### src/rtl/bram_wr_arb.sv
// bram_wr_arb: two-requester round-robin write arbiter in front of a single
// BRAM write port, with a built-in sequencer that fills the whole memory with
// a constant value.
//
// Clear FSM states
//   state    | meaning
//   ---------+-----------------------------------------------------------
//   ST_IDLE  | requesters arbitrated; clear_start launches a fill
//   ST_CLEAR | fill in progress, one word per cycle, requesters blocked
//
// The fill word is held in bram_data_q for the whole sequence, so no separate
// latch register is needed for clear_data.
module bram_wr_arb #(
    parameter int WIDTH = 8,
    parameter int DEPTH = 256,
    parameter int ADDRW = $clog2(DEPTH)
) (
    input  logic             clk,
    input  logic             rst,
    input  logic             a_valid,
    output logic             a_ready,
    input  logic [ADDRW-1:0] a_addr,
    input  logic [WIDTH-1:0] a_data,
    input  logic             b_valid,
    output logic             b_ready,
    input  logic [ADDRW-1:0] b_addr,
    input  logic [WIDTH-1:0] b_data,
    input  logic             clear_start,
    input  logic [WIDTH-1:0] clear_data,
    output logic             clear_busy,
    output logic             clear_done,
    output logic             bram_we,
    output logic [ADDRW-1:0] bram_addr,
    output logic [WIDTH-1:0] bram_data
);

    localparam logic [0:0]       ST_IDLE   = 1'b0;
    localparam logic [0:0]       ST_CLEAR  = 1'b1;
    localparam logic [ADDRW-1:0] LAST_ADDR = ADDRW'(DEPTH - 1);

    logic [0:0]       state_q, state_d;
    logic [ADDRW-1:0] cnt_q, cnt_d;
    logic             last_b_q, last_b_d;
    logic             we_q, we_d;
    logic [ADDRW-1:0] addr_q, addr_d;
    logic [WIDTH-1:0] data_q, data_d;
    logic             done_q, done_d;
    logic             blocked;
    logic             a_grant;
    logic             b_grant;

    // Round-robin grant; on a tie the requester not granted last wins.
    always_comb begin
        blocked = rst || (state_q == ST_CLEAR) || clear_start;
        a_grant = !blocked && a_valid && (!b_valid || last_b_q);
        b_grant = !blocked && b_valid && (!a_valid || !last_b_q);
    end

    assign a_ready    = a_grant;
    assign b_ready    = b_grant;
    assign clear_busy = (state_q == ST_CLEAR);
    assign clear_done = done_q;
    assign bram_we    = we_q;
    assign bram_addr  = addr_q;
    assign bram_data  = data_q;

    // Next-state for the clear sequencer, write-port register and last grant.
    always_comb begin
        state_d  = state_q;
        cnt_d    = cnt_q;
        last_b_d = last_b_q;
        we_d     = 1'b0;
        addr_d   = addr_q;
        data_d   = data_q;
        done_d   = 1'b0;
        case (state_q)
            ST_IDLE: begin
                if (clear_start) begin
                    state_d = ST_CLEAR;
                    cnt_d   = '0;
                    we_d    = 1'b1;
                    addr_d  = '0;
                    data_d  = clear_data;
                end else if (a_grant) begin
                    we_d     = 1'b1;
                    addr_d   = a_addr;
                    data_d   = a_data;
                    last_b_d = 1'b0;
                end else if (b_grant) begin
                    we_d     = 1'b1;
                    addr_d   = b_addr;
                    data_d   = b_data;
                    last_b_d = 1'b1;
                end
            end
            ST_CLEAR: begin
                // cnt_q is the address currently on the write port; the
                // sequence ends once the last address has been presented.
                if (cnt_q == LAST_ADDR) begin
                    state_d = ST_IDLE;
                    done_d  = 1'b1;
                end else begin
                    cnt_d  = cnt_q + ADDRW'(1);
                    we_d   = 1'b1;
                    addr_d = cnt_q + ADDRW'(1);
                end
            end
            default: state_d = ST_IDLE;
        endcase
    end

    // State registers with synchronous reset; last grant resets to B so A
    // wins the first tie.
    always_ff @(posedge clk) begin
        if (rst) begin
            state_q  <= ST_IDLE;
            cnt_q    <= '0;
            last_b_q <= 1'b1;
            we_q     <= 1'b0;
            addr_q   <= '0;
            data_q   <= '0;
            done_q   <= 1'b0;
        end else begin
            state_q  <= state_d;
            cnt_q    <= cnt_d;
            last_b_q <= last_b_d;
            we_q     <= we_d;
            addr_q   <= addr_d;
            data_q   <= data_d;
            done_q   <= done_d;
        end
    end

endmodule

### config.mk
export PLATFORM = sky130hd
export DESIGN_NAME = bram_wr_arb
export DESIGN_NICKNAME = d
export VERILOG_FILES = /design/src/rtl/bram_wr_arb.sv
export SDC_FILE = /design/constraint.sdc
export NUM_CORES = 1
export LEC_CHECK = 0
export BUFFER_PORTS_ARGS = -buffer_cell sky130_fd_sc_hd__buf_4
export CORE_ASPECT_RATIO = 0.7
export CORE_MARGIN = 10
export CORE_UTILIZATION = 46
export DETAILED_ROUTE_END_ITERATION = 16
export PLACE_DENSITY = 0.77
export SKIP_CTS_REPAIR_TIMING = 1
export SYNTH_ARGS = -nofsm -noshare
export SYNTH_HDL_FRONTEND = slang
export SYNTH_SLANG_ARGS = --single-unit
### constraint.sdc
create_clock -name clk -period 5.3 [get_ports clk]
set_clock_uncertainty 0.1 [all_clocks]
set_input_delay 0.265 -clock clk [delete_from_list [all_inputs] [get_ports clk]]
set_output_delay 0.265 -clock clk [all_outputs]
set_load 0.005 [all_outputs]
; ---- Word-level counts from Yosys, hierarchy flattened
; Index checks and enable logic that the tools add are counted.
[word_totals]
in_bits = 45
register_bits = 28
[classes]
n_bitwise = 2
muxes = 20
n_addsub = 1
n_eq_ne = 4
reduce_logical = 19
[op_table]
columns = operator, count
row1 = 2-to-1 mux 8 bit, 8
row2 = case mux 8 bit (2 select lines), 2
row3 = adder 8 x 1 -> 8 bit (second input constant), 1
row4 = equality test 8 bit (second input constant), 1
row5 = 2-to-1 mux 1 bit, 8
row6 = AND reduction 2 bit, 3
row7 = logical AND 1 bit, 4
row8 = logical NOT 1 bit, 4
row9 = logical OR 1 bit, 4
row10 = inequality test 2 bit (second input constant), 2
row11 = inequality test 4 bit (second input constant), 1
row12 = case mux 1 bit (2 select lines), 2
row13 = AND reduction 3 bit, 1
row14 = nonzero test 3 bit, 1
row15 = inverter 1 bit, 2
row16 = nonzero test 2 bit, 1
row17 = OR reduction 2 bit, 1

; ---- Logic depth before layout (Yosys ltp)
; Gate-level depths: netlist (run 1).
[depth]
depth_word = 9
depth_mapped = 9

; ---- Least setup slack after synthesis (run 1)
; OpenSTA, ideal clock, no wires.
[synth_path]
kind = register -> register
startpoint = register state_q, in the netlist clear_busy
endpoint = register addr_q[3], in the netlist bram_addr[3]
slack_ns = 3.219
setup_time_ns = 0.088
path_buffers = 4
arrival_ns = 1.893
stages_incl_launch_ff = 10
cell_sequence = dfxtp_1 > buf_6 > or4b_4 > buf_6 > or2_1 > buf_6 > clkinv_4 > buf_12 > a22oi_2 > a311oi_2
[synth_via]
elab_chain_len = 8
word_cells_on_any_way = 14
classes_between = eq/ne: 2 / mux: 3 / bitwise: 1 / reduce/logical: 8
[synth_lines]
columns = item, line_no
row1 = from (decl), 41  ; logic [0:0] state_q, state_d;
row2 = from (signal assigned), 124  ; state_q <= state_d;
row3 = logical OR 1 bit * (2 in a row), 54  ; blocked = rst || (state_q == ST_CLEAR) || clear_start;
row4 = logical NOT 1 bit *, 55  ; a_grant = !blocked && a_valid && (!b_valid || last_b_q);
row5 = logical AND 1 bit * (2 in a row), 55
row6 = named net a_ready, 21  ; output logic a_ready,
row7 = 2-to-1 mux 8 bit, 84  ; end else if (a_grant) begin
row8 = 2-to-1 mux 8 bit, 78  ; if (clear_start) begin
row9 = case mux 8 bit (2 select lines), 76  ; case (state_q)
row10 = to (signal assigned), 128  ; addr_q <= addr_d;
row11 = to (decl), 45  ; logic [ADDRW-1:0] addr_q, addr_d;
; Mark *: on every way through the listed nets, which the timed path passes. The rest lies on a longest branch.
; A chain may end at the register's enable or synchronous reset.

; ---- Worst setup path after layout (run 1)
[layout_path]
startpoint = register last_b_q
endpoint = output port a_ready
[layout_via]
elab_chain_len = 2
[layout_lines]
columns = item, line_no
row1 = from (decl), 43  ; logic last_b_q, last_b_d;
row2 = from (signal assigned), 126  ; last_b_q <= last_b_d;
row3 = logical OR 1 bit, 55
row4 = logical AND 1 bit, 55
row5 = to (decl), 21
; Every way passes these cells.

==> results of run 1 <==
-- routing by layer --
layer | part of all wire, % | wire (um) | GRT usage [%]
met1 | 46 | 2240 | 21.3
met2 | 44 | 2130 | 24.5
met3 | 9.2 | 446 | 4.57
met4 | 0.27 | 13 | 1.98
met5 | 0 | 0 | 0
-- final timing paths --
check / end / slack (ps) / depth (start not counted) / startpoint
setup / recovery: a_ready / 2790 / 4 / last_b_q
hold / removal: bram_data[3] / 160 / 3 / clear_data[3]
setup reg to reg: bram_data[0] / 3010 / 5 / last_b_q
hold reg to reg: bram_data[4] / 370 / 1 / bram_data[4]
-- state kept, by name (all words and copies together), names as in the netlist --
| name | count |
|---|---|
| bram_addr | 8 |
| bram_data | 8 |
| cnt_q | 8 |
| bram_we | 1 |
| clear_busy | 1 |
| clear_done | 1 |
| last_b_q | 1 |
-- through the flow --
step,worst slack (ps),instances,util (%),hold WS [ps]
3_3_place_gp,3040,279,62.6,352
4_1_cts,2810,282,63.8,160
6_report,2790,282,63.8,164
3_5_place_dp,3010,279,62.6,352
5_1_grt,2610,282,63.8,176
2_1_floorplan,3220,183,-,337
-- layout make-up --
| cell class | instances | area [um^2] | share of cell area [%] |
|---|---|---|---|
| inverter | 3 | 16.3 | 0.793 |
| sequential | 28 | 561 | 27.3 |
| clock buffer | 3 | 41.3 | 2.01 |
| multi-input combinational | 136 | 886 | 43.2 |
| timing repair buffer | 65 | 488 | 23.8 |
| tap | 47 | 58.8 | 2.87 |
-- cells in the final DEF (no fill, tap or decap), types with 2 or more instances in the layout --
cell type  Yosys  layout
inv_1          2       2
buf_4          0      65
a311oi_1       9       9
or2_2          2       2
nand3_1        6       6
dfxtp_1       28      28
a22oi_1        3       3
nor2_1        13      13
clkbuf_8       0       3
o2bb2ai_1      9       9
nand2_1        6       6
o21a_1        13      13
nor3_1         5       5
nor3b_1        6       6
a211oi_1       8       8
a31oi_1        3       3
xnor2_1        2       2
a21oi_1       14      14
and3_1         3       3
o21ai_0       16      16
-- synthesized netlist by cell type (5+ instances only) --
cell type / count / area [um^2]
dfxtp_1: 28 / 561
o21ai_0: 16 / 80.1
a21oi_1: 14 / 70.1
nor2_1: 13 / 48.8
o21a_1: 13 / 97.6
clkbuf_1: 10 / 37.5
a311oi_1: 9 / 78.8
o2bb2ai_1: 9 / 78.8
a211oi_1: 8 / 60.1
nand2_1: 6 / 22.5
nand3_1: 6 / 30.0
nor3b_1: 6 / 45.0
nor3_1: 5 / 25.0
-- kinds of logic (layout without fill, tap and decap cells) --
family | after synthesis | count (layout) | synth area share (%)
mux | 1 | 1 | 0.640
flops | 28 | 28 | 35.8
simple gates | 48 | 48 | 16.4
buf+inv | 19 | 71 | 7.52
xor+xnor | 3 | 3 | 1.68
compound gates | 83 | 83 | 37.1
fa+ha+maj | 1 | 1 | 0.800
-- worst min-delay path, cell delays in order --
cell and delay, ps:
buf_4 70, o21ai_0 60, o2bb2ai_1 110
-- report_power, final --
group	total, mW	switching [mW]	internal, mW
registers	0.235	0.0114	0.224
logic	0.0973	0.0428	0.0545
clock network	0.114	0.0630	0.0510
total	0.446	0.117	0.329
==> results.py, run 1 <==
metrics = {
    "run_status": {
        "status": "finished clean",
    },
    "synth": {
        "ys.flop_type": "dfxtp_1",
        "syn_avg_cell_area_um2": 8.55,
        "synthCells": 183,
        "synth_edf_count": 0,
        "syn-cell-area_um2": 1560,
        "synth-seq-cells": 28,
        "synth.distinct_cells": 41,
        "async_reset_ff_share_pct": 0,
        "ys_seq_area_share_pct": 35.8,
        "syn_nets": 229,
        "yosys_warnings": 0,
    },
    "critical_path": {
        "critical_path.top_delay_family": "simple AND/OR/NAND/NOR gates",
        "crit_type": "register to output pin",
        "cpMaxStageDelayCell": "nor2b_1",
        "critPathMaxFanout": 18,
        "critPathBufInv": 2,
        "critPathLaunchType": "register",
        "end_kind": "output pin",
        "max_stage_delay_ps": 840,
        "cp.arrival_ps": 2140,
        "path_cells": "nor2b_1 -> or2_1 -> clkinv_4 -> buf_4",
        "required_ps": 4930,
    },
    "sta": {
        "setup_viol": 0,
        "final_max_slew_viol_count": 0,
        "min_period_over_period_pct": 47.3,
        "rsz0062_at_grt": "false",
        "slew_headroom_pct": 27.5,
        "finalSetupTns_ps": 0,
        "fmax_mhz": 399,
        "hold_viol": 0,
        "min_period_ps": 2510,
        "worst_pin_slew_ps": 1080,
    },
    "placed_design": {
        "dp_hpwl_um": 3790,
        "gp_congestion": 0.875,
        "port_buffers": 65,
        "place_area_um2": 2010,
    },
    "cells_and_area": {
        "antenna_cells": 0,
        "nets": 283,
        "drive_above_1_share_pct": 31.5,
        "fillerInstances": 298,
        "final_area_um2": 2050,
        "area_growth_pct": 31.1,
    },
    "cts": {
        "cts.sinks": 28,
        "clk_latency_ps": 270,
        "cts_tree": "built",
        "cts.clk_slew.worst_paths_ps": 90,
        "cts.path.max_buffers": 2,
        "h-tree-depth": 1,
        "cts_inserted_buffers": 3,
        "cts_root_buffer": "clkbuf_8",
    },
    "global_routing": {
        "antenna_found_initial": 0,
        "grt_pass1_vias": 1521,
        "grt.total_usage_pct": 15.6,
        "grt_max_degree": 27,
        "overflow": 0,
        "grt_pass1_wl_um": 7640,
    },
    "power_and_ir_drop": {
        "ir_drop_mv": 0.194,
        "power.density_nw_per_um2": 218,
        "p_total_mw": 0.446,
        "p_leak_nw": 0.801,
    },
    "floorplan": {
        "pin_count": 66,
        "core_area_um2": 3210,
        "die_x_um": 89.7,
        "rows": 17,
        "die_area_um2": 6170,
        "die_height_um": 68.8,
        "start_util_pct": 48.7,
    },
    "drt": {
        "wl_per_cell_um": 17.1,
        "initialDrtViolationCount": 110,
        "drt_wl_total_um": 4820,
        "first_pass_iters": 4,
        "drc": 0,
        "antenna_left": 0,
        "vias": 1611,
        "via_per_inst": 5.71,
    },
    "worst_hold_path": {
        "hold_class": "input pin to register",
    },
    "run": {
        "drv_cap": 0,
    },
}
Power figures use the tool's default switching activity.
==> run 2: changes to the inputs <==
Settings changed: ABC_AREA from default to 1, CORE_UTILIZATION 46 to 44, PLACE_DENSITY 0.77 to 0.75.
Clock period 5.3 ns to 2.3 ns, I/O delays scaled along.
==> run 2 against run 1 <==
Compared with the run above:
- global-route usage down 1.6 points
- critical path depth up 4
- register-to-register slack worse by 2500 ps
- combinational power rose to 3.1 times the previous value
- worst setup slack worse by 2300 ps
- final cell count up 42%
- sequential power up 130%
- design area up 14%
- sequential cell count unchanged
- count of clock-buffer cells in the layout unchanged
- non-clock buffer count up 1
- critical endpoint is now bram_addr[3]
- largest cell class unchanged
==> results.py, run 2 <==
metrics = {
    "run_status": {
        "status": "finished clean",
    },
    "critical_path": {
        "cpMaxStageDelayCell": "dfxtp_1",
        "rrSetupSlack_ps": 520,
        "crit_type": "register to register",
        "end_kind": "register",
        "critical_path.top_delay_family": "simple AND/OR/NAND/NOR gates",
        "required_ps": 2380,
        "cp.arrival_ps": 1870,
        "max_stage_delay_ps": 400,
        "cp-startpoint": "cnt_q[1]",
        "path_cells": "ha_1 -> nand2_1 -> nor2_4 -> nand3_1 -> nand2_2 -> nand2_4 -> o21ai_0 -> nor2_1",
        "critPathMaxFanout": 12,
        "critPathBufInv": 0,
        "critPathLaunchType": "register",
        "crit_end": "bram_addr[3]",
        "r2r-end": "bram_addr[3]",
        "rr_worst_depth": 8,
        "critical_path_depth": 8,
        "timing.rr.start": "cnt_q[1]",
    },
    "drt": {
        "antenna_left": 0,
        "wl_per_cell_um": 12.5,
        "drt_wl_total_um": 4990,
        "drc": 0,
        "vias": 1892,
        "initialDrtViolationCount": 94,
        "first_pass_iters": 4,
        "via_per_inst": 4.73,
    },
    "global_routing": {
        "overflow": 0,
        "grt.total_usage_pct": 14.0,
        "antenna_found_initial": 0,
        "grt_max_degree": 20,
        "grt_pass1_wl_um": 8090,
        "grt_pass1_vias": 1771,
    },
    "power_and_ir_drop": {
        "p_leak_nw": 1.33,
        "ir_drop_mv": 0.367,
        "p_total_mw": 1.24,
        "power.density_nw_per_um2": 533,
    },
    "floorplan": {
        "die_height_um": 73.1,
        "rows": 19,
        "die_x_um": 95.9,
        "pin_count": 66,
        "start_util_pct": 45.5,
        "die_area_um2": 7010,
        "core_area_um2": 3900,
    },
    "cts": {
        "cts.clk_slew.worst_paths_ps": 100,
        "h-tree-depth": 1,
        "cts_tree": "built",
        "cts.sinks": 28,
        "clk_latency_ps": 280,
        "cts_root_buffer": "clkbuf_8",
        "cts_inserted_buffers": 3,
        "cts.path.max_buffers": 2,
    },
    "synth": {
        "synth_top_family_by_area": "simple AND/OR/NAND/NOR gates",
        "synth_compound_area_share_pct": 6.35,
        "async_reset_ff_share_pct": 0,
        "synthMuxAreaShare_pct": 0,
        "syn-cell-area_um2": 1770,
        "synthCells": 287,
        "syn_nets": 333,
        "yosys.area_share.adder_pct": 0.706,
        "synth_edf_count": 0,
        "synth-simple-area-share_pct": 45.0,
        "synth.most_common_cell": "nand2_1",
        "synth.distinct_cells": 27,
        "synthTopCellsByCount": "nand2_1 (82), inv_1 (52), nand3_1 (42), dfxtp_1 (28), nor2_1 (28)",
        "synth-xor-area-share_pct": 0,
        "syn_avg_cell_area_um2": 6.18,
        "synth_area_leaders": "dfxtp_1 (32%), nand2_1 (17%), nand3_1 (12%), inv_1 (11%), nor2_1 (5.9%)",
        "synth.top_cell.area_share_pct": 31.6,
        "ys.flop_type": "dfxtp_1",
        "yosys_warnings": 0,
        "synth.largest_area_cell": "dfxtp_1",
        "ys_seq_area_share_pct": 31.6,
        "synth-seq-cells": 28,
    },
    "cells_and_area": {
        "final_common_cell": "nand2_1",
        "area_growth_pct": 31.3,
        "ff_latch_area_um2": 561,
        "fillerInstances": 398,
        "drive_above_1_share_pct": 26.1,
        "nets": 395,
        "final_area_um2": 2330,
        "multi_input_area_um2": 922,
        "antenna_cells": 0,
        "layout_common_cells": "nand2_1 (82), buf_4 (66), inv_1 (52)",
    },
    "sta": {
        "min_period_over_period_pct": 77.6,
        "fin_ws_ps": 516,
        "fmax_mhz": 561,
        "worst_pin_slew_ps": 318,
        "slew_headroom_pct": 78.8,
        "min_period_ps": 1780,
        "rsz0062_at_grt": "false",
        "finalSetupTns_ps": 0,
        "final_max_slew_viol_count": 0,
        "hold_viol": 0,
        "setup_viol": 0,
        "hold_slack_ps": 20.2,
    },
    "worst_hold_path": {
        "hold_class": "input pin to register",
    },
    "placed_design": {
        "port_buffers": 65,
        "place_area_um2": 2260,
        "place_ws_ps": 559,
        "gp_congestion": 0.821,
        "dp_hpwl_um": 3880,
    },
    "run": {
        "drv_cap": 0,
    },
}
## run 2: worst min-delay path by stage
stage               slack [ps]  cells past startpoint           from            to
finish                      20                      5  clear_data[7]  bram_data[7]
global route                30                      5  clear_data[1]  bram_data[1]
CTS                         20                      5  clear_data[7]  bram_data[7]
detailed placement         310                      5  clear_data[7]  bram_data[7]
global placement           310                      5  clear_data[3]  bram_data[3]
floorplan                  210                      4  clear_data[6]  bram_data[6]
## run 2: where the power goes
| group | internal [mW] | switching [mW] |
|---|---|---|
| Combinational | 0.147 | 0.156 |
| Clock | 0.233 | 0.160 |
| Sequential | 0.521 | 0.0235 |
| Total | 0.901 | 0.339 |
## run 2: cell families after synthesis
group	after synthesis
adder cells (fa/ha/maj)	1
flip-flops	28
buffers and inverters	66
AND/OR/NAND/NOR	171
AO/OA/AOI/OAI	21
## run 2: stage by stage
| stage | instances | utilization (%) |
|---|---|---|
| 6_report | 400 | 59.7 |
| 3_5_place_dp | 396 | 57.9 |
| 2_1_floorplan | 287 | - |
| 5_1_grt | 400 | 59.7 |
| 4_1_cts | 400 | 59.7 |
| 3_3_place_gp | 396 | 57.9 |
## run 2: cell type report
type | count | area share [%]
tap | 52 | 2.79
multi-input combinational | 193 | 39.6
inverter | 57 | 9.19
timing repair buffer | 66 | 21.3
clock buffer | 3 | 1.77
clock inverter | 1 | 1.29
sequential | 28 | 24.1
## run 2: worst reg2reg max path: cells and delay by family, from the launching register on
family                   cells  cell delay [ps]
AND/OR/NAND/NOR              6              800
flip-flops                   1              400
adder cells (fa/ha/maj)      1              210
AO/OA/AOI/OAI                1              180
## run 2: metal layers
metal,up-vias,global-route usage (%),wire length (um)
met5,-,0,0
met4,0,1.96,8
met3,2,5.86,521
met2,69,22.3,2190
met1,823,17.5,2270
li1,998,-,-
